## config.mk

```make
export PLATFORM = sky130hd
export DESIGN_NAME = result_sender
export DESIGN_NICKNAME = d
export VERILOG_FILES = /design/src/rtl/matmul_pkg.sv /design/src/rtl/result_sender_tx_byte_handshake.sv /design/src/rtl/result_sender.sv
export SDC_FILE = /design/constraint.sdc
export NUM_CORES = 1
export LEC_CHECK = 0
export BUFFER_PORTS_ARGS = -buffer_cell sky130_fd_sc_hd__buf_2
export CAP_MARGIN = 20
export CORE_UTILIZATION = 43
export DETAILED_ROUTE_END_ITERATION = 10
export PLACE_DENSITY = 0.73
export SLEW_MARGIN = 20
export SYNTH_ARGS = -nofsm -noshare
export SYNTH_HDL_FRONTEND = slang
export SYNTH_HIERARCHICAL = 1
export SYNTH_SLANG_ARGS = --single-unit
```

## constraint.sdc

```tcl
create_clock -name clk -period 6.4 [get_ports clk]
set_input_delay 0.64 -clock clk [delete_from_list [all_inputs] [get_ports clk]]
set_output_delay 0.64 -clock clk [all_outputs]
set_load 0.005 [all_outputs]
```

## src/rtl/matmul_pkg.sv

```systemverilog
// Shared definitions for the matrix-multiply host link: sizes, header code,
// controller state encodings and the header byte helper.
package matmul_pkg;

  localparam int DATA_W_DEF = 16;
  localparam int MAX_N_DEF  = 8;
  localparam int ADDR_W_DEF = 6;

  localparam logic [7:0] HDR_ERR = 8'hFF;

  typedef enum logic [2:0] {
    S_IDLE,
    S_HDR,
    S_WAIT,
    S_FETCH,
    S_LOAD,
    S_BYTE,
    S_FIN
  } state_t;

  typedef enum logic [1:0] {
    HS_IDLE,
    HS_ACK,
    HS_DRAIN
  } hs_state_t;

  function automatic logic [7:0] hdr_byte(input logic [3:0] n, input logic bad);
    return bad ? HDR_ERR : {4'h0, n};
  endfunction

endpackage

```

## src/rtl/result_sender_tx_byte_handshake.sv

```systemverilog
// One-byte handshake with the UART TX: registers tx_start/tx_data, then waits
// for tx_busy to rise and fall before reporting byte_done.
module tx_byte_handshake
  import matmul_pkg::*;
(
  input  logic       clk,
  input  logic       rst,
  input  logic       send,
  input  logic [7:0] byte_in,
  input  logic       tx_busy,
  output logic       accept,
  output logic       byte_done,
  output logic       tx_start,
  output logic [7:0] tx_data
);

  hs_state_t hs, hs_nx;

  assign accept    = (hs == HS_IDLE) && send && !tx_busy;
  assign byte_done = (hs == HS_DRAIN) && !tx_busy;

  always_comb begin
    hs_nx = hs;
    case (hs)
      HS_IDLE:  if (accept)  hs_nx = HS_ACK;
      HS_ACK:   if (tx_busy) hs_nx = HS_DRAIN;
      HS_DRAIN: if (!tx_busy) hs_nx = HS_IDLE;
      default:  hs_nx = HS_IDLE;
    endcase
  end

  // tx_data only follows byte_in while idle, so it is frozen for the whole
  // time the UART owns the byte.
  always_ff @(posedge clk) begin
    if (rst) begin
      hs       <= HS_IDLE;
      tx_start <= 1'b0;
      tx_data  <= 8'h00;
    end else begin
      hs       <= hs_nx;
      tx_start <= accept;
      if (hs == HS_IDLE && send) tx_data <= byte_in;
    end
  end

endmodule

```

## src/rtl/result_sender.sv

```systemverilog
// Streams the result matrix to the host: size header, then each element in
// row-major order, MSB byte first, through tx_byte_handshake.
//
// state   | meaning
// IDLE    | waiting for start
// HDR     | offering the header byte
// WAIT    | byte in flight (handshake ACK/DRAIN), ret_hdr picks what follows
// FETCH   | rd_en pulse for element elem_idx
// LOAD    | capture rd_data into the shift register
// BYTE    | offering the current element byte
// FIN     | done pulse
module result_sender
  import matmul_pkg::*;
#(
  parameter int DATA_W = DATA_W_DEF,
  parameter int MAX_N  = MAX_N_DEF,
  parameter int ADDR_W = ADDR_W_DEF
) (
  input  logic              clk,
  input  logic              rst,
  input  logic              start,
  input  logic [3:0]        matrix_size,
  output logic [ADDR_W-1:0] rd_addr,
  output logic              rd_en,
  input  logic [DATA_W-1:0] rd_data,
  output logic [7:0]        tx_data,
  output logic              tx_start,
  input  logic              tx_busy,
  output logic              busy,
  output logic              done,
  output logic              size_err
);

  localparam int NB = DATA_W / 8;
  localparam int BW = (NB > 1) ? $clog2(NB) : 1;
  localparam int EW = ADDR_W + 1;
  localparam logic [4:0] MAX_N5 = 5'(MAX_N);

  state_t            state, state_nx;
  logic [3:0]        n_q;
  logic [7:0]        nn_q;
  logic [EW-1:0]     elem_idx;
  logic [BW-1:0]     byte_idx;
  logic              ret_hdr;
  logic [DATA_W-1:0] shreg;
  logic [7:0]        ms8;

  logic       send, accept, byte_done;
  logic       n_bad, last_byte, last_elem;
  logic [7:0] byte_sel;

  assign ms8       = {4'h0, matrix_size};
  assign n_bad     = {1'b0, n_q} > MAX_N5;
  assign last_byte = byte_idx == BW'(NB - 1);
  assign last_elem = (9'(elem_idx) + 9'd1) == {1'b0, nn_q};
  assign send      = (state == S_HDR) || (state == S_BYTE);
  assign byte_sel  = (state == S_HDR) ? hdr_byte(n_q, n_bad) : shreg[DATA_W-1 -: 8];
  assign rd_addr   = elem_idx[ADDR_W-1:0];

  tx_byte_handshake u_hs (
    .clk       (clk),
    .rst       (rst),
    .send      (send),
    .byte_in   (byte_sel),
    .tx_busy   (tx_busy),
    .accept    (accept),
    .byte_done (byte_done),
    .tx_start  (tx_start),
    .tx_data   (tx_data)
  );

  always_comb begin
    state_nx = state;
    case (state)
      S_IDLE:  if (start) state_nx = S_HDR;
      S_HDR:   if (accept) state_nx = S_WAIT;
      S_BYTE:  if (accept) state_nx = S_WAIT;
      S_WAIT: begin
        if (byte_done) begin
          if (ret_hdr)         state_nx = (n_q == 4'd0 || n_bad) ? S_FIN : S_FETCH;
          else if (!last_byte) state_nx = S_BYTE;
          else if (!last_elem) state_nx = S_FETCH;
          else                 state_nx = S_FIN;
        end
      end
      S_FETCH: state_nx = S_LOAD;
      S_LOAD:  state_nx = S_BYTE;
      S_FIN:   state_nx = S_IDLE;
      default: state_nx = S_IDLE;
    endcase
  end

  always_ff @(posedge clk) begin
    if (rst) begin
      state    <= S_IDLE;
      n_q      <= 4'd0;
      nn_q     <= 8'd0;
      elem_idx <= '0;
      byte_idx <= '0;
      ret_hdr  <= 1'b0;
      shreg    <= '0;
      rd_en    <= 1'b0;
      busy     <= 1'b0;
      done     <= 1'b0;
      size_err <= 1'b0;
    end else begin
      state <= state_nx;
      rd_en <= (state_nx == S_FETCH);
      done  <= (state_nx == S_FIN);
      busy  <= (state_nx != S_IDLE) && (state_nx != S_FIN);
      case (state)
        S_IDLE: begin
          if (start) begin
            n_q      <= matrix_size;
            nn_q     <= ms8 * ms8;
            elem_idx <= '0;
            byte_idx <= '0;
            size_err <= 1'b0;
          end
        end
        S_HDR:  if (accept) ret_hdr <= 1'b1;
        S_BYTE: if (accept) ret_hdr <= 1'b0;
        S_WAIT: begin
          if (byte_done) begin
            if (ret_hdr) begin
              if (n_bad) size_err <= 1'b1;
            end else if (!last_byte) begin
              byte_idx <= byte_idx + BW'(1);
              shreg    <= shreg << 8;
            end else if (!last_elem) begin
              elem_idx <= elem_idx + EW'(1);
            end
          end
        end
        S_LOAD: begin
          shreg    <= rd_data;
          byte_idx <= '0;
        end
        default: ;
      endcase
    end
  end

endmodule

```

# Word level (Yosys, flattened, before mapping)
# Cells that the tools add are included.
[totals]
ff_bits = 55
in_bits = 24
output_inout_bits = 19
elab_cells = 102
[classes]
add_sub_neg = 3
multipliers = 1
order_cmp = 1
n_eq_ne = 24
muxes = 36
reduce_logical = 23
[op_table]
columns = ["cell", "n"]
rows = [
  ["16-bit two-way mux", 3],
  ["7-bit two-way mux", 5],
  ["16-bit one-hot mux with 2 select lines", 1],
  ["2-bit inequality test (second input constant)", 13],
  ["3-bit two-way mux", 7],
  ["8-bit two-way mux", 2],
  ["3-bit one-hot mux with 5 select lines", 1],
  ["7-bit one-hot mux with 2 select lines", 1],
  ["3-bit by 2-bit equality test with 1-bit output (second input constant)", 3],
  ["3-bit equality test (second input constant)", 3],
  ["1-bit two-way mux", 9],
  ["7-bit by 1-bit adder with 8-bit output (second input constant)", 1],
  ["8-bit equality test", 1],
  ["4-bit by 4-bit multiplier with 8-bit output", 1],
  ["4-bit AND reduction", 2],
  ["7-bit by 1-bit adder with 7-bit output (second input constant)", 1],
  ["2-bit two-way mux", 3],
  ["2-bit one-hot mux with 3 select lines", 1],
  ["3-bit AND reduction", 2],
  ["6-bit AND reduction", 1],
  ["2-bit nonzero test", 3],
  ["3-bit nonzero test", 2],
  ["5-bit AND reduction", 1],
  ["4-bit > comparator (second input constant)", 1],
  ["other kinds (15)", 20],
]

# Longest topological paths before layout
[logic_depth]
word_depth = 9
depth_mapped = 10
mapped_depth_nobuf = 8

# Cells and area by module
# The synthesis kept the hierarchy.
[by_module_without_submodules]
columns = ["module", "n_inst", "cells_per_inst", "area_per_inst_um2", "seq_area_each_um2"]
rows = [
  ["result_sender", 1, 297, 2363.5, 840.8],
  ["tx_byte_handshake", 1, 46, 488.0, 220.2],
]

# Worst setup path after synthesis
# No wires, ideal clock.
[synth_timing]
path_type = "flip-flop to flip-flop"
from = "reg elem_idx[0]"
to = "reg elem_idx[1]"
setup_time_ns = 0.072
arrival_time_ns = 1.998
required_ns = 6.328
slack_ns = 4.330
path_stages_with_launch = 9
path_buffers = 1
synth_period_minus_slack_ns = 2.070
cell_sequence = "dfxtp_1 ha_1 and3_1 nand3_1 xor2_1 and4b_1 buf_2 a31oi_1 mux2i_1"
[synth_via]
elab_chain_len = 6
word_cells_on_any_way = 10
cone_classes = "add/sub: 2; eq/ne: 2; mux: 5; reduce/logical: 1"
[synth_rtl]
columns = ["item", "line_no", "source"]
rows = [
  ["start, declared", "result_sender.sv:42", "logic [EW-1:0] elem_idx;"],
  ["start signal, assigned", "result_sender.sv:131", "elem_idx <= elem_idx + EW'(1);"],
  ["7-bit by 1-bit adder with 7-bit output", "result_sender.sv:131", ""],
  ["7-bit two-way mux", "result_sender.sv:130", "end else if (!last_elem) begin"],
  ["7-bit two-way mux", "result_sender.sv:127", "end else if (!last_byte) begin"],
  ["7-bit two-way mux", "result_sender.sv:125", "if (ret_hdr) begin"],
  ["7-bit two-way mux", "result_sender.sv:124", "if (byte_done) begin"],
  ["7-bit one-hot mux with 2 select lines", "result_sender.sv:111", "case (state)"],
]
# Several ways; a longest one is shown, not always the timed one. The select of a mux whose other input is x is not followed.
# A chain may end at the register's enable or synchronous reset.

# Worst setup path in the final report
[layout_timing]
from = "reg state[0]"
to = "reg done"
[layout_via]
elab_chain_len = 7
word_cells_on_any_way = 15
cone_classes = "eq/ne: 6; mux: 4; reduce/logical: 5"
[layout_rtl]
columns = ["item", "line_no", "source"]
rows = [
  ["start, declared", "result_sender.sv:39", "state_t state, state_nx;"],
  ["start signal, assigned", "result_sender.sv:107", "state <= state_nx;"],
  ["3-bit by 1-bit equality test with 1-bit output / 3-bit equality test (equally long branches)", "result_sender.sv:56", "assign send = (state == S_HDR) || (state == S_BYTE);"],
  ["1-bit logical OR *", "result_sender.sv:56", ""],
  ["named net send", "result_sender.sv:48", "logic send, accept, byte_done;"],
  ["1-bit logical AND * (2 in a row)", "result_sender_tx_byte_handshake.sv:19", "assign accept = (hs == HS_IDLE) && send && !tx_busy;"],
  ["named net accept", "result_sender.sv:48", ""],
  ["3-bit two-way mux *", "result_sender.sv:76, result_sender.sv:77", ""],
  ["3-bit one-hot mux with 5 select lines *", "result_sender.sv:74", "case (state)"],
  ["3-bit equality test *", "result_sender.sv:109", "done <= (state_nx == S_FIN);"],
  ["end signal, assigned", "result_sender.sv:109", ""],
  ["end, declared", "result_sender.sv:30", "output logic done,"],
]
# Mark *: on every way through the listed nets, which the timed path passes. The rest lies on a longest branch.

==> results.sh <==
export IMPL_status="completed"
export IMPL_cts_tree="built"
export IMPL_drive_gt1_share_pct=16.03
export IMPL_synth_warnings=6
export IMPL_hold_path_class="reg -> reg"
export IMPL_start_util_pct=44.65
export IMPL_cts_made_buffers=5
export IMPL_ant_nets=0
export IMPL_holdWs_ps=473.0
export IMPL_power_density_mw_per_mm2=204.4
export IMPL_die_w_um=83.44
export IMPL_post_cts_setup_buffers=0
export IMPL_dpl_worst_slack_ps=3754
export IMPL_antenna_cells=0
export IMPL_die_area_sq_mm=0.006961
export IMPL_yosysUniqueCellTypes=53
export IMPL_fin_worst_skew_ps=8.771
export IMPL_hp_start="nn_q[5]"
export IMPL_wire_per_inst_um=13.48
export IMPL_finalPower_uw=644.3
export IMPL_syn_area_per_cell_sq_um=8.313
export IMPL_fin_ws_ps=3726
export IMPL_nFillCells=646
export IMPL_period_share_pct=41.78
export IMPL_post_route_min_period_ps=2674
export IMPL_wirelength_um=5997
export IMPL_viasPerCell=5.411
export IMPL_synth_nets=372
export IMPL_drc=0
export IMPL_p_leak_uw=0.001222
export IMPL_nets=397
export IMPL_ir_worst_vdd_mv=0.1219
export IMPL_cts_sinks=53
export IMPL_finish_utilization_pct=49.35
export IMPL_slew_viol_final=0
export IMPL_path_clk_slew_ps=90
export IMPL_r2r_setup_slack_ps=3730
export IMPL_cts_max_level=2
export IMPL_r2r_end="done"
export IMPL_rows=29
export IMPL_reg2reg_depth=7
export IMPL_dp_hpwl_um=4242
export IMPL_holdBufCountCts=0
export IMPL_grt_usage_pct=18.25
export IMPL_io_buffers=42
export IMPL_hold_depth=2
export IMPL_async_flop_share_pct=0
export IMPL_vias=2408
export IMPL_cp_required_ps=6580
export IMPL_grt_max_degree=69
export IMPL_synth_area_sq_mm=0.002851
export IMPL_drtIter0Drc=164
export IMPL_path_max_fanout=10
export IMPL_place_gp_congestion=0.8999
export IMPL_synthToLayoutAreaGrowth_pct=10.53
export IMPL_critPathArrivalTime_ps=2850
export IMPL_rsz0062_at_grt="no"
export IMPL_pin_count=43
export IMPL_tightest_slew_ps=921.2
export IMPL_r2r_start="state[0]"
export IMPL_hold_viol=0
export IMPL_core_area_sq_mm=0.006386
export IMPL_die_h_um=83.44
export IMPL_relSlewSlack_pct=38.36
export IMPL_grt_pass1_wl_um=10590
export IMPL_first_pass_iters=5
export IMPL_synth_main_ff_cell="dfxtp_1"
export IMPL_antenna_found_initial=0
export IMPL_max_cap_violations=0
export IMPL_finalSetupViolCount=0
export IMPL_fin_tns_setup_ps=0
export IMPL_fmax_mhz=374.0
export IMPL_cts_resized=0
export IMPL_ys_seq_area_share_pct=37.21
export IMPL_worstSetupPathType="reg -> reg"
export IMPL_ys_ff_latch=53
export IMPL_grt_pass1_vias=2311
export IMPL_startpoint_type="flip-flop"
export IMPL_clockBufferDepth=2
export IMPL_critPathCaptureType="flip-flop"
export IMPL_overflow=0
export IMPL_root_buffer="clkbuf_8"
export IMPL_syn_inst=343
export IMPL_synth_edf_count=0
export IMPL_whs_endpoint="nn_q[5]"
export IMPL_clock_latency_ps=300
==> cell usage in the layout (no fill, tap or decap), types with 2 or more instances in the layout <==
cell type   n
nor3_1      9
nor4_1      2
a221oi_1    2
a21o_1      3
o21a_1      2
o31a_1      2
nor2b_1     5
mux2i_1    17
a31oi_1     5
ha_1        4
nand3b_1    5
xnor2_1     8
and3_1      2
a22oi_1     8
and2_1      7
nand2_1    46
nand3_1     8
a21oi_1    16
o2bb2ai_1   6
clkbuf_8    5
o21ai_0     9
inv_1       3
xor2_1      4
nand2b_1   19
nor3b_2     2
dfxtp_1    53
nor3b_1     4
buf_2      42
a211oi_1   10
nor2_1     36
==> worst max-delay path, stage by stage (launching register included) <==
cell and delay [ps]:
dfxtp_1 510, nor2b_1 290, nor3b_2 730, and2b_1 220, nand2_1 80, a222oi_1 410
o31a_1 250, nor3_1 50
==> Yosys cell counts, types with 8 or more instances <==
cell	n	area (sq um)
mux2i_1	17	170.2
a22oi_1	8	60.06
o21ai_0	9	45.04
clkbuf_1	12	45.04
xnor2_1	8	70.07
a211oi_1	10	75.07
a21oi_1	16	80.08
nor2_1	36	135.1
dfxtp_1	53	1061
nand2b_1	19	118.9
nor3_1	9	45.04
nand3_1	8	40.04
nand2_1	46	172.7
==> cell type report <==
class	count	area (sq um)	area share, %
multi-input combinational	261	1642	52.08
inverter	3	11.26	0.3573
clock inverter	2	35.03	1.112
sequential	53	1061	33.66
clock buffer	5	68.82	2.183
tap	77	96.34	3.057
timing repair buffer	44	237.7	7.543
==> power breakdown <==
part | switching (uW) | leakage [uW] | total (uW) | internal [uW]
Clock | 106 | 0.0000540 | 220 | 114
Combinational | 44.2 | 0.000739 | 77.6 | 33.5
Sequential | 8.56 | 0.000429 | 346 | 338
Total | 159 | 0.00122 | 644 | 485
==> registers in the layout (all words and copies together) (netlist names) <==
| register | flops |
|---|---|
| ret_hdr | 1 |
| u_hs/tx_data | 8 |
| n_q | 4 |
| nn_q | 6 |
| byte_idx | 1 |
| elem_idx | 7 |
| state | 3 |
| u_hs/tx_start | 1 |
| rd_en | 1 |
| size_err | 1 |
| busy | 1 |
| done | 1 |
| u_hs/hs | 2 |
| shreg | 16 |
==> layer usage <==
metal,up-vias,wire [um],track usage [%]
met2,55,2616,28.39
met1,1101,3077,25.45
met5,-,0,0
met3,6,243,4.175
met4,0,60,4.931
li1,1246,-,-
==> worst max-delay path by stage <==
stage | from | to | slack, ps
detailed placement | state[0] | rd_en | 3750
floorplan | elem_idx[0] | elem_idx[1] | 4330
global route | state[0] | rd_en | 3410
CTS | state[0] | rd_en | 3700
global placement | state[0] | done | 3870
finish | state[0] | done | 3730
==> cells by family (layout without fill, tap and decap cells) <==
logic type / after synthesis / after routing / synth area share [%]
AO/OA/AOI/OAI: 70 / 70 / 17.03
XOR/XNOR: 12 / 12 / 3.686
adder cells (fa/ha/maj): 5 / 5 / 2.457
buffers and inverters: 29 / 54 / 5.221
flip-flops: 53 / 53 / 37.21
multiplexers: 17 / 17 / 5.967
AND/OR/NAND/NOR: 157 / 157 / 28.43
==> stage by stage <==
stage               instance area, sq um  instances
detailed placement                  3028        437
CTS                                 3132        444
global route                        3152        445
floorplan                           2851        343
finish                              3152        445
global placement                    3028        437
Power figures use the tool's default switching activity.
